===== config.mk =====
export PLATFORM = sky130hd
export DESIGN_NAME = wb_port_arbiter_flat
export DESIGN_NICKNAME = d
export VERILOG_FILES = /design/src/rtl/wb_port_arbiter_if.sv /design/src/rtl/wb_port_arbiter.sv /design/src/flat_wrapper.sv
export SDC_FILE = /design/constraint.sdc
export NUM_CORES = 1
export LEC_CHECK = 0
export CAP_MARGIN = 20
export CORE_UTILIZATION = 50
export CTS_CLUSTER_SIZE = 8
export DETAILED_ROUTE_END_ITERATION = 12
export PLACE_DENSITY = 0.81
export SKIP_LAST_GASP = 1
export SYNTH_ARGS = -nofsm -noshare
export SYNTH_HDL_FRONTEND = slang
export SYNTH_SLANG_ARGS = --single-unit

===== constraint.sdc =====
create_clock -name clk -period 5.9 [get_ports clk]
set_input_delay 0.59 -clock clk [delete_from_list [all_inputs] [get_ports clk]]
set_output_delay 0.59 -clock clk [all_outputs]
set_load 0.1 [all_outputs]

===== src/rtl/wb_port_arbiter_if.sv =====
// rtl/wb_port_arbiter_if.sv - writeback port arbiter bus: pipeline, long-latency unit and register-file write signals
// slave is the arbiter's view; master is the surrounding pipeline/LU/register-file side.
interface wb_port_arbiter_if #(
  parameter int DEPTH = 2
) ();
  localparam int CW = $clog2(DEPTH) + 1;

  logic                 pipe_we_in;
  logic [4:0]           pipe_rd_in;
  logic signed [63:0]   pipe_data_in;
  logic                 pipe_stall_out;
  logic                 lu_valid_in;
  logic [4:0]           lu_rd_in;
  logic signed [63:0]   lu_data_in;
  logic                 lu_ready_out;
  logic                 rf_we_out;
  logic [4:0]           rf_waddr_out;
  logic signed [63:0]   rf_wdata_out;
  logic [CW-1:0]        lu_pending_out;

  modport slave (
    input  pipe_we_in, pipe_rd_in, pipe_data_in, lu_valid_in, lu_rd_in, lu_data_in,
    output pipe_stall_out, lu_ready_out, rf_we_out, rf_waddr_out, rf_wdata_out, lu_pending_out
  );

  modport master (
    output pipe_we_in, pipe_rd_in, pipe_data_in, lu_valid_in, lu_rd_in, lu_data_in,
    input  pipe_stall_out, lu_ready_out, rf_we_out, rf_waddr_out, rf_wdata_out, lu_pending_out
  );
endinterface


===== src/rtl/wb_port_arbiter.sv =====
// rtl/wb_port_arbiter.sv - shares the register-file write port between pipeline writeback and a buffered long-latency unit
// Buffered LU results fill idle slots; a full or starved buffer preempts the pipeline for one cycle per entry.
module wb_port_arbiter #(
  parameter int DEPTH        = 2,
  parameter int STARVE_LIMIT = 4
) (
  input  logic                clk,
  input  logic                reset,
  wb_port_arbiter_if.slave    bus
);
  localparam int CW = $clog2(DEPTH) + 1;
  localparam int PW = $clog2(DEPTH);
  localparam int SW = $clog2(STARVE_LIMIT + 1);

  logic [4:0]         fifo_rd   [DEPTH];
  logic signed [63:0] fifo_data [DEPTH];
  logic [PW-1:0]      wr_ptr;
  logic [PW-1:0]      rd_ptr;
  logic [CW-1:0]      count;
  logic [SW-1:0]      starve;

  logic pipe_req;
  logic fifo_req;
  logic full;
  logic starved;
  logic fifo_win;
  logic pipe_win;
  logic push;

  assign pipe_req = bus.pipe_we_in && (bus.pipe_rd_in != 5'd0);
  assign fifo_req = (count != '0);
  assign full     = (count == CW'(DEPTH));
  assign starved  = (starve == SW'(STARVE_LIMIT));
  assign fifo_win = fifo_req && (full || starved || !pipe_req);
  assign pipe_win = pipe_req && !fifo_win;

  // x0 results complete the handshake but are never stored.
  assign push = bus.lu_valid_in && !full && (bus.lu_rd_in != 5'd0);

  assign bus.pipe_stall_out = pipe_req && fifo_win;
  assign bus.lu_ready_out   = !full;
  assign bus.lu_pending_out = count;

  always_ff @(posedge clk) begin
    if (push) begin
      fifo_rd[wr_ptr]   <= bus.lu_rd_in;
      fifo_data[wr_ptr] <= bus.lu_data_in;
    end
  end

  // Full/empty come from count alone, so pointers simply wrap modulo DEPTH.
  always_ff @(posedge clk or posedge reset) begin
    if (reset) begin
      wr_ptr <= '0;
      rd_ptr <= '0;
      count  <= '0;
    end else begin
      if (push)
        wr_ptr <= wr_ptr + PW'(1);
      if (fifo_win)
        rd_ptr <= rd_ptr + PW'(1);
      count <= count + {{(CW-1){1'b0}}, push} - {{(CW-1){1'b0}}, fifo_win};
    end
  end

  always_ff @(posedge clk or posedge reset) begin
    if (reset)
      starve <= '0;
    else if (fifo_win || !fifo_req)
      starve <= '0;
    else if (!starved)
      starve <= starve + SW'(1);
  end

  // Address/data hold their last values on idle cycles.
  always_ff @(posedge clk or posedge reset) begin
    if (reset) begin
      bus.rf_we_out    <= 1'b0;
      bus.rf_waddr_out <= 5'd0;
      bus.rf_wdata_out <= 64'sd0;
    end else if (fifo_win) begin
      bus.rf_we_out    <= 1'b1;
      bus.rf_waddr_out <= fifo_rd[rd_ptr];
      bus.rf_wdata_out <= fifo_data[rd_ptr];
    end else if (pipe_win) begin
      bus.rf_we_out    <= 1'b1;
      bus.rf_waddr_out <= bus.pipe_rd_in;
      bus.rf_wdata_out <= bus.pipe_data_in;
    end else begin
      bus.rf_we_out    <= 1'b0;
    end
  end
endmodule


===== src/flat_wrapper.sv =====
// flat-port wrapper written by rule: the top's interface ports become plain ports
module wb_port_arbiter_flat 
#(
  parameter int DEPTH        = 2,
  parameter int STARVE_LIMIT = 4
)
  (clk, reset, bus_pipe_we_in, bus_pipe_rd_in, bus_pipe_data_in, bus_lu_valid_in, bus_lu_rd_in, bus_lu_data_in, bus_pipe_stall_out, bus_lu_ready_out, bus_rf_we_out, bus_rf_waddr_out, bus_rf_wdata_out, bus_lu_pending_out);
  wb_port_arbiter_if #(.DEPTH(DEPTH)) bus_i ();
  input  logic clk;
  input  logic reset;
  input wire logic [$bits(bus_i.pipe_we_in)-1:0] bus_pipe_we_in;
  input wire logic [$bits(bus_i.pipe_rd_in)-1:0] bus_pipe_rd_in;
  input wire logic [$bits(bus_i.pipe_data_in)-1:0] bus_pipe_data_in;
  input wire logic [$bits(bus_i.lu_valid_in)-1:0] bus_lu_valid_in;
  input wire logic [$bits(bus_i.lu_rd_in)-1:0] bus_lu_rd_in;
  input wire logic [$bits(bus_i.lu_data_in)-1:0] bus_lu_data_in;
  output wire logic [$bits(bus_i.pipe_stall_out)-1:0] bus_pipe_stall_out;
  output wire logic [$bits(bus_i.lu_ready_out)-1:0] bus_lu_ready_out;
  output wire logic [$bits(bus_i.rf_we_out)-1:0] bus_rf_we_out;
  output wire logic [$bits(bus_i.rf_waddr_out)-1:0] bus_rf_waddr_out;
  output wire logic [$bits(bus_i.rf_wdata_out)-1:0] bus_rf_wdata_out;
  output wire logic [$bits(bus_i.lu_pending_out)-1:0] bus_lu_pending_out;
  assign bus_i.pipe_we_in = bus_pipe_we_in;
  assign bus_i.pipe_rd_in = bus_pipe_rd_in;
  assign bus_i.pipe_data_in = bus_pipe_data_in;
  assign bus_i.lu_valid_in = bus_lu_valid_in;
  assign bus_i.lu_rd_in = bus_lu_rd_in;
  assign bus_i.lu_data_in = bus_lu_data_in;
  assign bus_pipe_stall_out = bus_i.pipe_stall_out;
  assign bus_lu_ready_out = bus_i.lu_ready_out;
  assign bus_rf_we_out = bus_i.rf_we_out;
  assign bus_rf_waddr_out = bus_i.rf_waddr_out;
  assign bus_rf_wdata_out = bus_i.rf_wdata_out;
  assign bus_lu_pending_out = bus_i.lu_pending_out;
  wb_port_arbiter #(.DEPTH(DEPTH), .STARVE_LIMIT(STARVE_LIMIT)) u_core (.clk(clk), .reset(reset), .bus(bus_i));
endmodule

# Word-level counts from Yosys, hierarchy flattened
# Memory sizes are Yosys's and may differ from the RTL's.
# Cells that the tools add are included.
[word_totals]
ff_bits = 77
latchBits = 0
mem_bits_rw = 138
rom_bits = 0
input_bits = 142
output_inout_bits = 74
elab_cells = 44
n_memories = 2
[memory_table]
columns = ["name", "depth", "width", "read_ports", "rd_clocked_by_memory_dff", "write_ports", "line_no", "rtl"]
rows = [
  ["u_core.fifo_data", 2, 64, 1, 0, 1, "wb_port_arbiter.sv:16", "logic signed [63:0] fifo_data [DEPTH];"],
  ["u_core.fifo_rd", 2, 5, 1, 0, 1, "wb_port_arbiter.sv:15", "logic [4:0] fifo_rd [DEPTH];"],
]
[op_classes]
add_sub_neg = 5
multipliers = 0
div = 0
magnitude_cmp = 0
n_eq_ne = 3
n_shift = 0
muxes = 10
bitwise_logic = 0
reduce_logical = 17
[op_table]
columns = ["cell", "n"]
rows = [
  ["64-bit two-way mux", 2],
  ["5-bit two-way mux", 2],
  ["5-bit nonzero test", 2],
  ["1-bit logical AND", 6],
  ["3-bit two-way mux", 2],
  ["1-bit zero test", 4],
  ["1-bit two-way mux", 4],
  ["2-bit nonzero test", 2],
  ["3-bit by 1-bit adder with 3-bit output (second input constant)", 1],
  ["3-bit == test (second input constant)", 1],
  ["1-bit logical OR", 3],
  ["1-bit adder (second input constant)", 2],
  ["2-bit by 1-bit adder with 2-bit output", 1],
  ["2-bit == test (second input constant)", 1],
  ["2-bit inequality test (second input constant)", 1],
  ["2-bit by 1-bit subtractor with 2-bit output", 1],
]

# Longest topological paths before layout
# Gate-level depths: netlist of run 1.
[depth]
word_depth = 9
ltp_mapped = 8

# Worst setup path before layout of run 1
# Ideal clock, no wire load.
[synth_path]
path_kind = "reg2reg"
from = "reg u_core.count[0] (netlist: u_core.bus.lu_pending_out[0])"
to = "mem u_core.fifo_data[0][0], enable pin"
setup_time_ns = 0.497
arrival_ns = 5.173
setup_slack_ns = 0.230
path_stages_with_launch = 4
n_path_buf = 0
synth_period_minus_slack_ns = 5.670
cell_sequence = "dfrtp_1 nand2b_1 o211ai_1 nor2_1"
[synth_via]
elab_chain_cells = 6
[synth_rtl]
columns = ["element", "line_no", "rtl"]
rows = [
  ["start: declaration", "wb_port_arbiter.sv:19", "logic [CW-1:0] count;"],
  ["start signal: assignment", "wb_port_arbiter.sv:62", "count <= count + {{(CW-1){1'b0}}, push} - {{(CW-1){1'b0}}, fifo_win};"],
  ["2-bit == test", "wb_port_arbiter.sv:32", "assign full = (count == CW'(DEPTH));"],
  ["1-bit zero test", "-", ""],
  ["via bus_lu_ready_out", "flat_wrapper.sv:18", "output wire logic [$bits(bus_i.lu_ready_out)-1:0] bus_lu_ready_out;"],
  ["1-bit logical AND (2 in series)", "wb_port_arbiter.sv:38", "assign push = bus.lu_valid_in && !full && (bus.lu_rd_in != 5'd0);"],
  ["1-bit two-way mux", "wb_port_arbiter.sv:45", "if (push) begin"],
  ["1-bit two-way mux (not written as such)", "wb_port_arbiter.sv:47", "fifo_data[wr_ptr] <= bus.lu_data_in;"],
  ["end: declaration", "wb_port_arbiter.sv:16", ""],
]
# The timed path passes the listed nets, and every way through them passes these cells.

# Worst setup path after layout of run 1
[layout_path]
from = "reg u_core.starve[0]"
to = "out bus_pipe_stall_out"
[layout_via]
elab_chain_cells = 5
[layout_rtl]
columns = ["element", "line_no", "rtl"]
rows = [
  ["start: declaration", "wb_port_arbiter.sv:20", "logic [SW-1:0] starve;"],
  ["start signal: assignment", "wb_port_arbiter.sv:72", "starve <= starve + SW'(1);"],
  ["3-bit == test", "wb_port_arbiter.sv:33", "assign starved = (starve == SW'(STARVE_LIMIT));"],
  ["1-bit logical OR (2 in series)", "wb_port_arbiter.sv:34", "assign fifo_win = fifo_req && (full || starved || !pipe_req);"],
  ["1-bit logical AND", "wb_port_arbiter.sv:34", ""],
  ["1-bit logical AND", "wb_port_arbiter.sv:40", "assign bus.pipe_stall_out = pipe_req && fifo_win;"],
  ["end: declaration", "flat_wrapper.sv:17", "output wire logic [$bits(bus_i.pipe_stall_out)-1:0] bus_pipe_stall_out;"],
]
# No other way between the ends.

==> results of run 1 <==
[layout make-up]
| class | instances | area share |
|---|---|---|
| clock buffer | 56 | 0.07184 |
| inverter | 5 | 0.001654 |
| multi-input combinational | 376 | 0.2176 |
| sequential | 215 | 0.5019 |
| tap | 225 | 0.02326 |
| timing repair buffer | 222 | 0.1838 |
[metal layers]
layer / vias to the layer above / part of all wire / global-route usage
met4: 0 / 0.033 / 0.1025
met1: 3033 / 0.40 / 0.2780
met3: 50 / 0.062 / 0.03393
met2: 252 / 0.51 / 0.3855
met5: - / 0 / 0
li1: 2843 / - / -
[metrics by stage]
stage          hold slack, ns  utilization  instances
4_1_cts                0.4540       0.6910       1098
2_1_floorplan          0.4283            -        643
6_report               0.2519       0.6926       1099
3_5_place_dp           0.4481       0.6413       1042
5_1_grt                0.2388       0.6926       1099
3_3_place_gp           0.4450       0.6413       1042
[path summary, 6_finish.rpt]
kind	start	endpoint	slack, ns
worst max-delay path	u_core.starve[0]	bus_pipe_stall_out	2.11
worst min-delay path	reset	u_core.wr_ptr	0.25
worst max register to register	u_core.bus.lu_pending_out[0]	u_core.fifo_data[0][44]	3.21
worst min register to register	u_core.starve[0]	u_core.starve[0]	0.45
max in group asynchronous	reset	u_core.bus.rf_wdata_out[63]	4.73
min in group clk	u_core.starve[0]	u_core.starve[0]	0.45
[placed cells by master, fill, tap and decap left out, drive strengths merged, types with 3 or more instances in the layout]
cell type	instances
o211ai	139
mux2i	70
nand2	136
nor2	6
buf	7
clkdlybuf4s50	215
nand3	7
edfxtp	138
dfrtp	77
inv	4
clkbuf	56
ha	3
xnor2	3
[kinds of logic after synthesis]
family / synth area share
multiplexers: 0.07767
flip-flops: 0.6730
buffers and inverters: 0.03689
AO/OA/AOI/OAI: 0.1354
adder cells (fa/ha/maj): 0.004161
AND/OR/NAND/NOR: 0.07004
XOR/XNOR: 0.002913
[registers in the layout, indices dropped and copies added (netlist names)]
register / flops
u_core.bus.lu_pending_out: 2
u_core.wr_ptr: 1
u_core.bus.rf_wdata_out: 64
u_core.fifo_data: 128
u_core.bus.rf_waddr_out: 5
u_core.rd_ptr: 1
u_core.bus.rf_we_out: 1
u_core.fifo_rd: 10
u_core.starve: 3
==> results.sh, run 1 <==
export IMPL_status="completed"
export IMPL_synth_edf_count=138
export IMPL_grt_pass1_vias=6325
export IMPL_hold_path_class="primary input to async pin"
export IMPL_setup_slack_ns=2.108
export IMPL_slew_violations=0
export IMPL_clock_sinks=215
export IMPL_clock_skew_ns=0.01857
export IMPL_nFillCells=1123
export IMPL_synth_top_area_frac=0.4594
export IMPL_first_iter_violations=356
export IMPL_first_pass_iters=6
export IMPL_grt_start_max_net_pins=111
export IMPL_max_stage_delay_ns=1.01
export IMPL_ctsHoldBuffers=0
export IMPL_clk_latency_ns=0.53
export IMPL_overflow=0
export IMPL_post_route_min_period_ns=3.792
export IMPL_drcViolationCount=0
export IMPL_syn_area_sq_um=9021
export IMPL_wire_per_inst_microns=18.97
export IMPL_final_area_sq_um=12100
export IMPL_startpoint_type="flip-flop"
export IMPL_cts_tree="yes"
export IMPL_synth_top_flop_cell="edfxtp_1"
export IMPL_cp_max_fo=75
export IMPL_die_h_microns=136.3
export IMPL_min_period_over_period=0.6427
export IMPL_worstRegToRegCells=4
export IMPL_rsz0062_at_grt="false"
export IMPL_crit_type="flip-flop to output port"
export IMPL_wl_mm=20.85
export IMPL_synth_largest_area_cell="edfxtp_1"
export IMPL_clock_path_buffers=3
export IMPL_synthTopCellsByCount="edfxtp_1 (138), nand2_1 (136), o211ai_1 (110), dfrtp_1 (77), mux2i_1 (70)"
export IMPL_critPathSlowestCell="clkdlybuf4s50_1"
export IMPL_max_freq_mhz=263.7
export IMPL_synth_ff_latch_count=215
export IMPL_ys_seq_area_frac=0.6730
export IMPL_syn_avg_cell_area_sq_um=14.03
export IMPL_gp_congestion=0.7737
export IMPL_root_buffer="clkbuf_16"
export IMPL_antenna_found_initial=0
export IMPL_fin_nets=995
export IMPL_synthArstFlopShare=0.3581
export IMPL_pre_cts_ws_ns=2.485
export IMPL_netlist_top_cells_area="edfxtp_1 (46%), dfrtp_1 (21%), o211ai_1 (9.2%), mux2i_1 (7.8%), nand2_1 (5.7%)"
export IMPL_dieArea_sq_um=18580
export IMPL_drive_gt1_frac=0.08810
export IMPL_max_slew_margin=0.2539
export IMPL_post_cts_buffers=0
export IMPL_hold_viol=0
export IMPL_crit_buf_inv=2
export IMPL_worst_path_stages=6
export IMPL_multi_input_area_sq_um=2634
export IMPL_synth_cell_type_count=25
export IMPL_finalSetupViolations=0
export IMPL_synth_most_common_cell="edfxtp_1"
export IMPL_diodes=0
export IMPL_syn_inst=643
export IMPL_avgViaCountPerCell=5.621
export IMPL_finalSetupTns_ns=0
export IMPL_maxCapViolations=0
export IMPL_area_growth_pct=34.17
export IMPL_initial_core_util=0.5162
export IMPL_syn_nets=788
export IMPL_clk_pin_slew_ns=0.05
export IMPL_core_area_sq_um=17480
export IMPL_critPathTopFamily="buffers and inverters"
export IMPL_htreeDepth=1
export IMPL_crit_path_end_kind="output port"
export IMPL_std_cell_rows=48
export IMPL_seqCellArea_sq_um=6075
export IMPL_vias=6178
export IMPL_ys_warn_count=0
export IMPL_worst_pin_slew_ns=1.119
export IMPL_track_usage=0.2240
export IMPL_cts_buffers=30
export IMPL_placed_area_sq_um=11210
export IMPL_dp_hpwl_mm=13.20
export IMPL_grt_first_pass_wirelength_mm=31.85
export IMPL_worstPathRequired_ns=5.31
export IMPL_worstPathArrival_ns=3.20
export IMPL_ant_nets=0
export IMPL_die_x_microns=136.3
export IMPL_io_pin_count=216
export IMPL_worstPathCellList="inv_1 > ha_1 > nand3_1 > and2_4 > nor2_1 > clkdlybuf4s50_1"
export IMPL_cts_resized=0
export IMPL_io_buffers=215
Power of run 1 is not shown: default switching activity piles up to over one toggle a cycle in this logic, so the estimate is an artifact.
==> inputs of run 2 (changes only) <==
==> constraint.sdc (replaced) <==
create_clock -name clk -period 3.7 [get_ports clk]
set_input_delay 0.37 -clock clk [delete_from_list [all_inputs] [get_ports clk]]
set_output_delay 0.37 -clock clk [all_outputs]
set_load 0.1 [all_outputs]
==> run 2 against run 1 <==
Net effect: die area stayed put; final area is 0.61% higher; highest routed layer unchanged; clock skew shrank 0.0029 ns; count of clock-buffer cells in the layout decreased by 1; register-to-register slack worse by 1.9 ns; largest cell class unchanged; cell count is 0.36% higher; core utilization increased by 0.42 points.
==> results.sh, run 2 (same netlist as run 1, synthesis figures left out) <==
export IMPL_status="completed"
export IMPL_dieArea_sq_um=18580
export IMPL_wire_per_inst_microns=19.47
export IMPL_multi_input_area_sq_um=2639
export IMPL_placed_area_sq_um=11290
export IMPL_max_freq_mhz=361.6
export IMPL_startpoint_type="flip-flop"
export IMPL_cts_tree="yes"
export IMPL_die_x_microns=136.3
export IMPL_initial_core_util=0.5162
export IMPL_critPathSlowestCell="clkdlybuf4s50_1"
export IMPL_slew_violations=0
export IMPL_ant_nets=0
export IMPL_crit_buf_inv=1
export IMPL_area_growth_pct=34.99
export IMPL_min_period_over_period=0.7473
export IMPL_final_area_sq_um=12180
export IMPL_fin_nets=999
export IMPL_io_pin_count=216
export IMPL_ctsHoldBuffers=0
export IMPL_clk_pin_slew_ns=0.05
export IMPL_track_usage=0.2317
export IMPL_mostFrequentLayoutCell="clkdlybuf4s50_1"
export IMPL_cts_buffers=30
export IMPL_p_total_mw=12.56
export IMPL_worstPathCellList="nand2b_2 > clkdlybuf4s50_1"
export IMPL_clk_latency_ns=0.54
export IMPL_hold_path_class="primary input to async pin"
export IMPL_cts_resized=0
export IMPL_leakage_nw=4.607
export IMPL_largest_register_ffs=128
export IMPL_hold_viol=0
export IMPL_crit_path_end_kind="output port"
export IMPL_overflow=0
export IMPL_dp_cells=1046
export IMPL_antenna_found_initial=0
export IMPL_post_cts_buffers=0
export IMPL_gp_congestion=0.8075
export IMPL_grt_pass1_vias=6360
export IMPL_clock_sinks=215
export IMPL_wl_mm=21.47
export IMPL_diodes=0
export IMPL_finalSetupViolations=0
export IMPL_first_iter_violations=386
export IMPL_post_route_min_period_ns=2.765
export IMPL_reg_top3="u_core.fifo_data: 128 flops, u_core.bus.rf_wdata_out: 64 flops, u_core.fifo_rd: 10 flops"
export IMPL_dp_hpwl_mm=14.24
export IMPL_drive_gt1_frac=0.09567
export IMPL_max_stage_delay_ns=1.20
export IMPL_root_buffer="clkbuf_16"
export IMPL_rsz0062_at_grt="false"
export IMPL_clock_path_buffers=3
export IMPL_max_slew_margin=0.3017
export IMPL_whs_ns=0.08246
export IMPL_std_cell_rows=48
export IMPL_grt_first_pass_wirelength_mm=32.76
export IMPL_nFillCells=1135
export IMPL_crit_type="flip-flop to output port"
export IMPL_first_pass_iters=5
export IMPL_maxCapViolations=0
export IMPL_clock_skew_ns=0.01569
export IMPL_die_h_microns=136.3
export IMPL_htreeDepth=1
export IMPL_core_area_sq_um=17480
export IMPL_drcViolationCount=0
export IMPL_regMostFlops="u_core.fifo_data"
export IMPL_instances_no_fill=1103
export IMPL_vias=6219
export IMPL_finalSetupTns_ns=0
export IMPL_most_common_layout_cells="clkdlybuf4s50_1 (214), edfxtp_1 (138), nand2_1 (136)"
export IMPL_critPathTopFamily="buffers and inverters"
export IMPL_p_per_area_nw_per_um2=1031
export IMPL_worst_pin_slew_ns=1.044
export IMPL_io_buffers=215
export IMPL_grt_start_max_net_pins=79
export IMPL_worstPathArrival_ns=2.40
export IMPL_worstPathRequired_ns=3.33
export IMPL_cp_max_fo=7
export IMPL_seqCellArea_sq_um=6075
export IMPL_ir_drop_uv=887.1
export IMPL_avgViaCountPerCell=5.638
run 2: cell types whose count changed in the layout (fill, tap and decap cells not counted), sizes merged:
cell,before,now
buf,7,12
clkbuf,56,55
clkdlybuf4s50,215,214
clkinv,1,2
run 2: worst register-to-register path, delay by kind of cell (launching register included):
| family | cells | cell delay [ns] |
|---|---|---|
| AO/OA/AOI/OAI | 1 | 0.22 |
| buffers and inverters | 2 | 0.52 |
| flip-flops | 1 | 0.45 |
| AND/OR/NAND/NOR | 2 | 0.88 |
run 2: layout make-up:
| class | instances | share of cell area |
|---|---|---|
| multi-input cells | 376 | 0.2167 |
| clock inverters | 1 | 0.001336 |
| flip-flops and latches | 215 | 0.4988 |
| inverters | 5 | 0.001644 |
| well taps | 225 | 0.02312 |
| clock buffers | 55 | 0.06935 |
| repair buffers | 226 | 0.1890 |
run 2: final timing paths:
path / start / endpoint / slack (ns) / cells after the start
max: u_core.bus.lu_pending_out[0] / bus_lu_ready_out / 0.93 / 2
min: reset / u_core.bus.rf_wdata_out[10] / 0.08 / 2
max reg2reg: u_core.bus.lu_pending_out[0] / u_core.fifo_data[0][45] / 1.33 / 5
min reg2reg: u_core.starve[0] / u_core.starve[0] / 0.47 / 1
max in group asynchronous: reset / u_core.rd_ptr / 2.96 / 3
min in group clk: bus_pipe_data_in[27] / u_core.bus.rf_wdata_out[27] / 0.41 / 3
run 2: metrics by stage:
stage	worst slack, ns	util
after global routing	0.8595	0.6968
after CTS	0.9071	0.6952
after floorplan	0.2533	-
final	0.9348	0.6968
after detailed placement	0.9171	0.6460
after global placement	1.033	0.6460
run 2: where the power goes:
part           internal (mW)  leakage, nW  switching (mW)  total, mW
Sequential              3.38         2.20           0.434       3.81
Clock                   1.51        0.406           0.954       2.47
Combinational           1.63         2.00            4.64       6.28
run 2: routing by layer:
metal,vias up,wire length (microns),part of all wire,global-route usage
met5,-,0,0,0
met4,0,671,0.031,0.09938
met3,42,1517,0.071,0.04400
met2,281,10680,0.50,0.3914
met1,3050,8598,0.40,0.2909
li1,2846,-,-,-
Note: power is estimated with default switching activity, not from simulation.
